$ cat src/rtl/riscv_pkg.sv
`default_nettype none
// ============================================================================
// Module : riscv_pkg
// Brief  : Shared pipeline constants for the register file and writeback path.
// Rev    : 1.0
// ============================================================================
package riscv_pkg;

    localparam int DEF_WIDTH = 32;
    localparam int DEF_NREGS = 32;
    localparam int DEF_AW    = 5;

    localparam int REG_ZERO = 0;

    // Writeback select encoding for "result comes from data memory".
    localparam logic [1:0] RESULT_SRC_MEM = 2'b01;

endpackage : riscv_pkg
`default_nettype wire

$ cat src/rtl/reg_scoreboard.sv
`default_nettype none
// ============================================================================
// Module : reg_scoreboard
// Brief  : Per-register pending-load bits and the decode operand stall check.
// Rev    : 1.0
// ============================================================================
module reg_scoreboard
    import riscv_pkg::*;
#(
    parameter int NREGS = DEF_NREGS,
    parameter int AW    = DEF_AW
) (
    input  logic          clk,
    input  logic          rst_n,
    input  logic          wb_en,
    input  logic [AW-1:0] wb_addr,
    input  logic          load_en,
    input  logic [AW-1:0] load_addr,
    input  logic [AW-1:0] rd_addr1,
    input  logic [AW-1:0] rd_addr2,
    output logic          stall
);

    localparam logic [AW:0]   NREGS_A = (AW+1)'(NREGS);
    localparam logic [AW-1:0] ZERO_A  = AW'(REG_ZERO);

    logic [NREGS-1:0] r_pending;

    function automatic logic in_range(input logic [AW-1:0] a);
        return {1'b0, a} < NREGS_A;
    endfunction

    // Clear first, then set: a younger load to the same register must win.
    always_ff @(posedge clk or negedge rst_n) begin
        if (!rst_n) begin
            r_pending <= '0;
        end else begin
            if (wb_en && in_range(wb_addr))
                r_pending[wb_addr] <= 1'b0;
            if (load_en && load_addr != ZERO_A && in_range(load_addr))
                r_pending[load_addr] <= 1'b1;
        end
    end

    // A load already in W is not a hazard: the read bypass forwards its data.
    function automatic logic hit(input logic [AW-1:0] a);
        logic pend;
        pend = in_range(a) ? r_pending[a] : 1'b0;
        return (a != ZERO_A) &&
               ((load_en && load_addr == a) || (pend && !(wb_en && wb_addr == a)));
    endfunction

    always_comb begin
        stall = hit(rd_addr1) | hit(rd_addr2);
    end

endmodule : reg_scoreboard
`default_nettype wire

$ cat src/rtl/wb_regfile.sv
`default_nettype none
// ============================================================================
// Module : wb_regfile
// Brief  : Architectural register file with write-through read bypass and
//          load-use stall generation for the decode stage.
// Rev    : 1.0
// ============================================================================
module wb_regfile
    import riscv_pkg::*;
#(
    parameter int WIDTH = DEF_WIDTH,
    parameter int NREGS = DEF_NREGS,
    parameter int AW    = DEF_AW
) (
    input  logic             clk,
    input  logic             rst_n,
    input  logic             RegWriteW,
    input  logic [AW-1:0]    RdW,
    input  logic [WIDTH-1:0] ResultW,
    input  logic             LoadE,
    input  logic [AW-1:0]    RdE,
    input  logic [AW-1:0]    A1D,
    input  logic [AW-1:0]    A2D,
    output logic [WIDTH-1:0] RD1D,
    output logic [WIDTH-1:0] RD2D,
    output logic             StallD
);

    localparam logic [AW:0]   NREGS_A = (AW+1)'(NREGS);
    localparam logic [AW-1:0] ZERO_A  = AW'(REG_ZERO);

    logic [WIDTH-1:0] r_regs [NREGS];
    logic [AW-1:0]    w_addr [2];
    logic [WIDTH-1:0] w_rd   [2];
    logic             w_wr_ok;

    assign w_wr_ok = RegWriteW && (RdW != ZERO_A) && ({1'b0, RdW} < NREGS_A);

    always_ff @(posedge clk or negedge rst_n) begin
        if (!rst_n) begin
            for (int i = 0; i < NREGS; i++)
                r_regs[i] <= '0;
        end else if (w_wr_ok) begin
            r_regs[RdW] <= ResultW;
        end
    end

    assign w_addr[0] = A1D;
    assign w_addr[1] = A2D;

    // x0 and out-of-range addresses read as zero, even when W targets them.
    always_comb begin
        for (int p = 0; p < 2; p++) begin
            w_rd[p] = '0;
            if (w_addr[p] != ZERO_A && {1'b0, w_addr[p]} < NREGS_A) begin
                if (RegWriteW && RdW == w_addr[p])
                    w_rd[p] = ResultW;
                else
                    w_rd[p] = r_regs[w_addr[p]];
            end
        end
    end

    assign RD1D = w_rd[0];
    assign RD2D = w_rd[1];

    reg_scoreboard #(
        .NREGS (NREGS),
        .AW    (AW)
    ) u_scoreboard (
        .clk       (clk),
        .rst_n     (rst_n),
        .wb_en     (RegWriteW),
        .wb_addr   (RdW),
        .load_en   (LoadE),
        .load_addr (RdE),
        .rd_addr1  (A1D),
        .rd_addr2  (A2D),
        .stall     (StallD)
    );

endmodule : wb_regfile
`default_nettype wire

$ cat config.mk
export PLATFORM = sky130hd
export DESIGN_NAME = wb_regfile
export DESIGN_NICKNAME = d
export VERILOG_FILES = /design/src/rtl/riscv_pkg.sv /design/src/rtl/reg_scoreboard.sv /design/src/rtl/wb_regfile.sv
export SDC_FILE = /design/constraint.sdc
export NUM_CORES = 2
export LEC_CHECK = 0
export ABC_CLOCK_PERIOD_IN_PS = 3300
export CAP_MARGIN = 10
export CORE_MARGIN = 5
export CORE_UTILIZATION = 59
export DETAILED_ROUTE_END_ITERATION = 16
export HOLD_SLACK_MARGIN = 0.1
export PLACE_DENSITY = 0.76
export SLEW_MARGIN = 20
export SYNTH_ARGS = -nofsm -noshare
export SYNTH_HDL_FRONTEND = slang
export SYNTH_SLANG_ARGS = --single-unit
export TNS_END_PERCENT = 1
$ cat constraint.sdc
create_clock -name clk -period 3.3 [get_ports clk]
set_input_delay 0.495 -clock clk [delete_from_list [all_inputs] [get_ports clk]]
set_output_delay 0.495 -clock clk [all_outputs]
set_load 0.01 [all_outputs]
== Word-level counts from Yosys, hierarchy flattened ==
Index checks and enable logic that the tools add are counted.
W data, S select, Z words.

* Bits in registers: 1056
* Input bits: 56
* Output and inout bits: 65
* Logic and storage cells: 98

* Magnitude comparators: 10
* Eq/ne operators: 4
* Mux-type cells: 23
* Bitwise gates (word level): 7
* Reduce and logical (&&, ||, !) cells: 21

{| class="wikitable"
|+ Operators with widths
! cell !! number
|-
| $bwmux W1024 || 1
|-
| $mux W32 || 11
|-
| $bmux W32 S5 || 2
|-
| $demux W32 S5 || 1
|-
| $and A32 B32 Y32 || 1
|-
| $not A32 Y32 || 1
|-
| $or A32 B32 Y32 || 1
|-
| $lt A5 B6 Y1 const B || 4
|-
| $eq A5 B5 Y1 || 4
|-
| $reduce_bool A5 Y1 || 4
|-
| $ge A6 B6 Y1 const B || 3
|-
| $not A5 Y6 || 3
|-
| $logic_and A1 B1 Y1 || 13
|-
| $bmux W1 S5 || 2
|-
| $demux W1 S5 || 2
|-
| $ge A5 B1 Y1 const B || 2
|-
| $lt A6 B1 Y1 const B || 1
|-
| $mux W1 || 4
|-
| $logic_not A1 Y1 || 2
|-
| $logic_or A1 B1 Y1 || 2
|-
| $or A1 B1 Y1 || 1
|}

== Depth between registers and ports, before layout ==
* Depth in word-level cells: 9
* Depth in mapped cells: 10
* Mapped depth without buffers: 5

== Hierarchy ==
Synthesis repeated with hierarchy kept, for this count alone.

* Cells, all modules: 4027
* Area, all modules: 57557.7 µm²

{| class="wikitable"
|+ By module, submodules not included
! module !! instances !! cells an instance !! area an instance (µm²) !! sequential area each (µm²)
|-
| wb_regfile || 1 || 3808 || 55370.6 || 25624.6
|-
| reg_scoreboard || 1 || 219 || 2187.1 || 800.8
|}

== Least setup slack after synthesis ==
OpenSTA, ideal clock, no wires.

* Path kind: input-to-output
* Start point: in A1D[0]
* End point: out RD1D[29]
* Arrival: 2235 ps
* Required time: 2805 ps
* Setup slack: 570 ps
* Stages: 8
* Path buffers: 4
* Cell sequence: buf_4 -> buf_8 -> buf_6 -> buf_2 -> mux4_2 -> a22oi_1 -> a21boi_0 -> o31a_1

* Word-level cells in the longest chain between the ends: 6
* Elaborated cells between the ends (all ways): 9
* Classes of those cells: 1 x eq/ne; 5 x mux; 1 x bitwise; 2 x reduce/logical

{| class="wikitable"
|+ Ends and longest elaborated chain
! element !! RTL line !! source
|-
| start, declared || wb_regfile.sv:22 || <nowiki>input logic [AW-1:0] A1D,</nowiki>
|-
| $not A5 Y6 (not written as such) || wb_regfile.sv:59 || <nowiki>w_rd[p] = r_regs[w_addr[p]];</nowiki>
|-
| $bmux W32 S5 || wb_regfile.sv:59 ||
|-
| $mux W32 (not written as such) (2 in series) || wb_regfile.sv:59 ||
|-
| $mux W32 || wb_regfile.sv:56 || <nowiki>if (RegWriteW && RdW == w_addr[p])</nowiki>
|-
| $mux W32 * || wb_regfile.sv:55 || <nowiki>if (w_addr[p] != ZERO_A && {1'b0, w_addr[p]} < NREGS_A) begin</nowiki>
|-
| end, declared || wb_regfile.sv:24 || <nowiki>output logic [WIDTH-1:0] RD1D,</nowiki>
|}

Every way passes the cells marked *; elsewhere a longest branch is shown, timed or not. The select of a mux whose other input is x is not followed.

== Worst setup path in the final report ==
* Start point: in RdW[3]
* End point: out RD2D[10]

* Word-level cells in the longest chain between the ends: 4

{| class="wikitable"
|+ Ends and longest elaborated chain
! element !! RTL line !! source
|-
| start, declared || wb_regfile.sv:18 || <nowiki>input logic [AW-1:0] RdW,</nowiki>
|-
| $eq A5 B5 Y1 || wb_regfile.sv:56 ||
|-
| $logic_and A1 B1 Y1 || wb_regfile.sv:56 ||
|-
| $mux W32 || wb_regfile.sv:56 ||
|-
| $mux W32 || wb_regfile.sv:55 ||
|-
| end, declared || wb_regfile.sv:25 || <nowiki>output logic [WIDTH-1:0] RD2D,</nowiki>
|}

Every way passes these cells.

==> flow_summary.yaml <==
synthesis:
  synth-seq-cells: 1056
  synth_commonest_cells: "1056 x dfrtp_1, 993 x mux2_2, 486 x mux4_2"
  synth_ff_type: "dfrtp_1"
  synth_area_leaders: "dfrtp_1 46%, mux2_2 19%, mux4_2 19%"
  synth-seq-area-share_pct: 45.9
  synth.top_cell.area_share_pct: 45.9
  synth.most_common_cell: "dfrtp_1"
  syn_inst: 3895
  syn-num-nets: 3951
  async_flop_share_pct: 100
  synth_area_per_cell_um2: 14.8
  synth_edf_count: 0
  ys_warn_count: 0
  yosysTopAreaCell: "dfrtp_1"
  syn_area_um2: 57600
  synth_cell_types: 65
floorplan:
  core_area_um2: 96700
  io_pins: 121
  fp.dieH_um: 322
  fp.dieW_um: 322
  start_util_pct: 59.5
  row_count: 114
  die_area_um2: 104000
min_path:
  min_path_type: "input pin to asynchronous set/reset pin"
placement:
  dp_cells: 5297
  dpl.hpwl_um: 116000
  io_buffer_count: 120
  postPlaceCellArea_um2: 63400
  gp_congestion: 0.930
setup_path:
  crit_path_top_delay_cell: "clkdlybuf4s50_1"
  worstPathMaxFanout: 10
  path_common_cell: "clkdlybuf4s50_1"
  cp.required_ns: 2.80
  critPathKind: "input pin to output port"
  critPathMaxStageDelay_ns: 0.53
  worstSetupEndpointType: "output port"
  worstPathArrival_ns: 2.99
  path_cells: "clkdlybuf4s50_1, xnor2_1, nand4_1, buf_6, nor2_4, buf_12, a311oi_1, a31oi_1, buf_4, clkdlybuf4s50_1"
  crit_path_start_kind: "input pin"
cells_and_area:
  synthToLayoutAreaGrowth_pct: 16.8
  fin_nets: 4190
  fin_area_um2: 67200
  fillers: 6402
  instances_no_fill: 5498
  drive_gt1_share_pct: 52.4
  finish.utilization_pct: 69.5
timing:
  skew_ns: 0
  finalWorstSetupSlack_ns: -0.182
  slew-limit-headroom_pct: 48.9
  fmax_mhz: 287
  min_period_ns: 3.48
  worst_pin_slew_ns: 0.763
  finalCritPeriodShare_pct: 106
  rsz0062_at_grt: "yes"
  drv_slew: 0
  setup_viol: 6
  hold_viol: 0
  hold_ws_ns: 0.361
drt:
  drtIter0Drc: 4802
  wl_um: 184000
  wl_per_cell_um: 33.5
  viasPerCell: 7.19
  drc: 0
  dr.pass1.iters: 5
  ant_nets: 0
  vias: 39500
run:
  max_cap_viol_count: 0
power:
  p_switching_mw: 10.6
  swShare_pct: 27.5
  combPwrFrac_pct: 22.5
  clkPwrFrac_pct: 32.6
  pwr-share-seq_pct: 44.9
  p_per_area_nw_per_um2: 573
  leakagePower_nw: 29.7
  ir_drop_v: 0.000446
  internal_power_mw: 28.0
global_route:
  grt_first_pass_wirelength_um: 275000
  grt_pass1_vias: 40800
  grt-ovfl-total: 0
  grt.total_usage_pct: 35.7
  grt_max_degree: 97
  antenna_found_initial: 4
cts:
  insertion_delay_ns: 0.68
  h-tree-depth: 3
  cts_tree: "yes"
  clkTransAtPathRegs_ns: 0.06
  postCtsSetupBuffers: 0
  cts.sinks: 1056
  numCtsBuffers: 110
  clock_tree.root_cell: "clkbuf_16"
  clockBufferDepth: 3
status:
  violations: "negative setup slack"
  outcome: "finished with violations"
## cell type report
class	count	area, um^2	share of cell area (%)
clock buffer	169	3300	4.90
multi-input combinational	2388	29300	43.6
inverter	6	22.5	0.0335
timing repair buffer	572	6250	9.29
antenna	2	5.00	0.00744
tap	1276	1600	2.37
clock inverter	29	322	0.478
sequential	1056	26400	39.3
## power by group through the flow
stage / clock (mW) / combinational, mW / sequential (mW)
2_1_floorplan: 0 / 6.16 / 16.8
3_3_place_gp: 0 / 8.37 / 17.2
3_5_place_dp: 0 / 8.60 / 17.4
4_1_cts: 12.7 / 8.62 / 17.2
5_1_grt: 13.2 / 9.27 / 17.6
6_report: 12.6 / 8.68 / 17.3
## metrics by stage
step	power [mW]	setup TNS, ns	setup WS (ns)
final	38.6	-0.964	-0.182
after global routing	40.1	-1.57	-0.277
after CTS	38.5	-1.68	-0.182
after detailed placement	26.0	-12.18	-0.326
after global placement	25.6	-12.18	-0.645
after floorplan	22.9	0	0.570
## layer usage
layer	vias to the layer above	routed length, um	global-route usage, %
li1	15600	-	-
met1	20900	70200	49.8
met2	2474	83200	53.2
met3	532	21200	9.76
met4	0	9700	16.3
met5	-	0	0
## flip-flops by register name, indices dropped and copies added (netlist names)
| signal | count |
|---|---|
| r_regs | 1024 |
| u_scoreboard.r_pending | 32 |
## critical path: cells and delay by family
family | cells | cell delay, ns
AND/OR/NAND/NOR | 2 | 0.39
AO/OA/AOI/OAI | 2 | 0.32
buffers and inverters | 5 | 1.62
XOR/XNOR | 1 | 0.15
## repair_timing
item / CTS / global route
endpoints found under the setup margin: 65 / 49
pin swaps: 5 / 6
gates resized for setup: 96 / 39
hold buffers: 1 / 0
endpoints found under the hold margin: 49 / 0
## logic make-up (layout without fill, tap and decap cells)
kind of cell	Yosys count	count (layout)	share of synthesized area [%]
muxes	1751	1751	43.2
other	0	2	0
buffers and inverters	451	776	4.03
and+or+nand+nor	265	265	2.20
DFF	1056	1056	45.9
AOI/OAI and AO/OA	352	352	4.35
xor gates and xnor gates	20	20	0.304
## final timing paths
kind / cells after the start / end / slack [ns] / startpoint
min in group clk: 0 / r_regs[1003] / 0.39 / r_regs[1003]
max in group asynchronous: 3 / r_regs[104] / 1.91 / rst_n
worst max-delay path: 10 / RD2D[10] / -0.18 / RdW[3]
worst max register to register: 1 / r_regs[973] / 2.48 / r_regs[973]
worst min-delay path: 2 / r_regs[820] / 0.36 / rst_n
worst min register to register: 0 / r_regs[1003] / 0.39 / r_regs[1003]
## placed cells by master (no fill, tap or decap), drive strengths merged, types with 50 or more instances in the layout
cell,n
a221oi,64
buf,469
clkbuf,174
clkdlybuf4s50,50
dfrtp,1056
mux2,993
mux2i,270
mux4,488
nand2,99
nor2,60
o21ai,117
No activity file was read; power rests on OpenSTA's default activity.
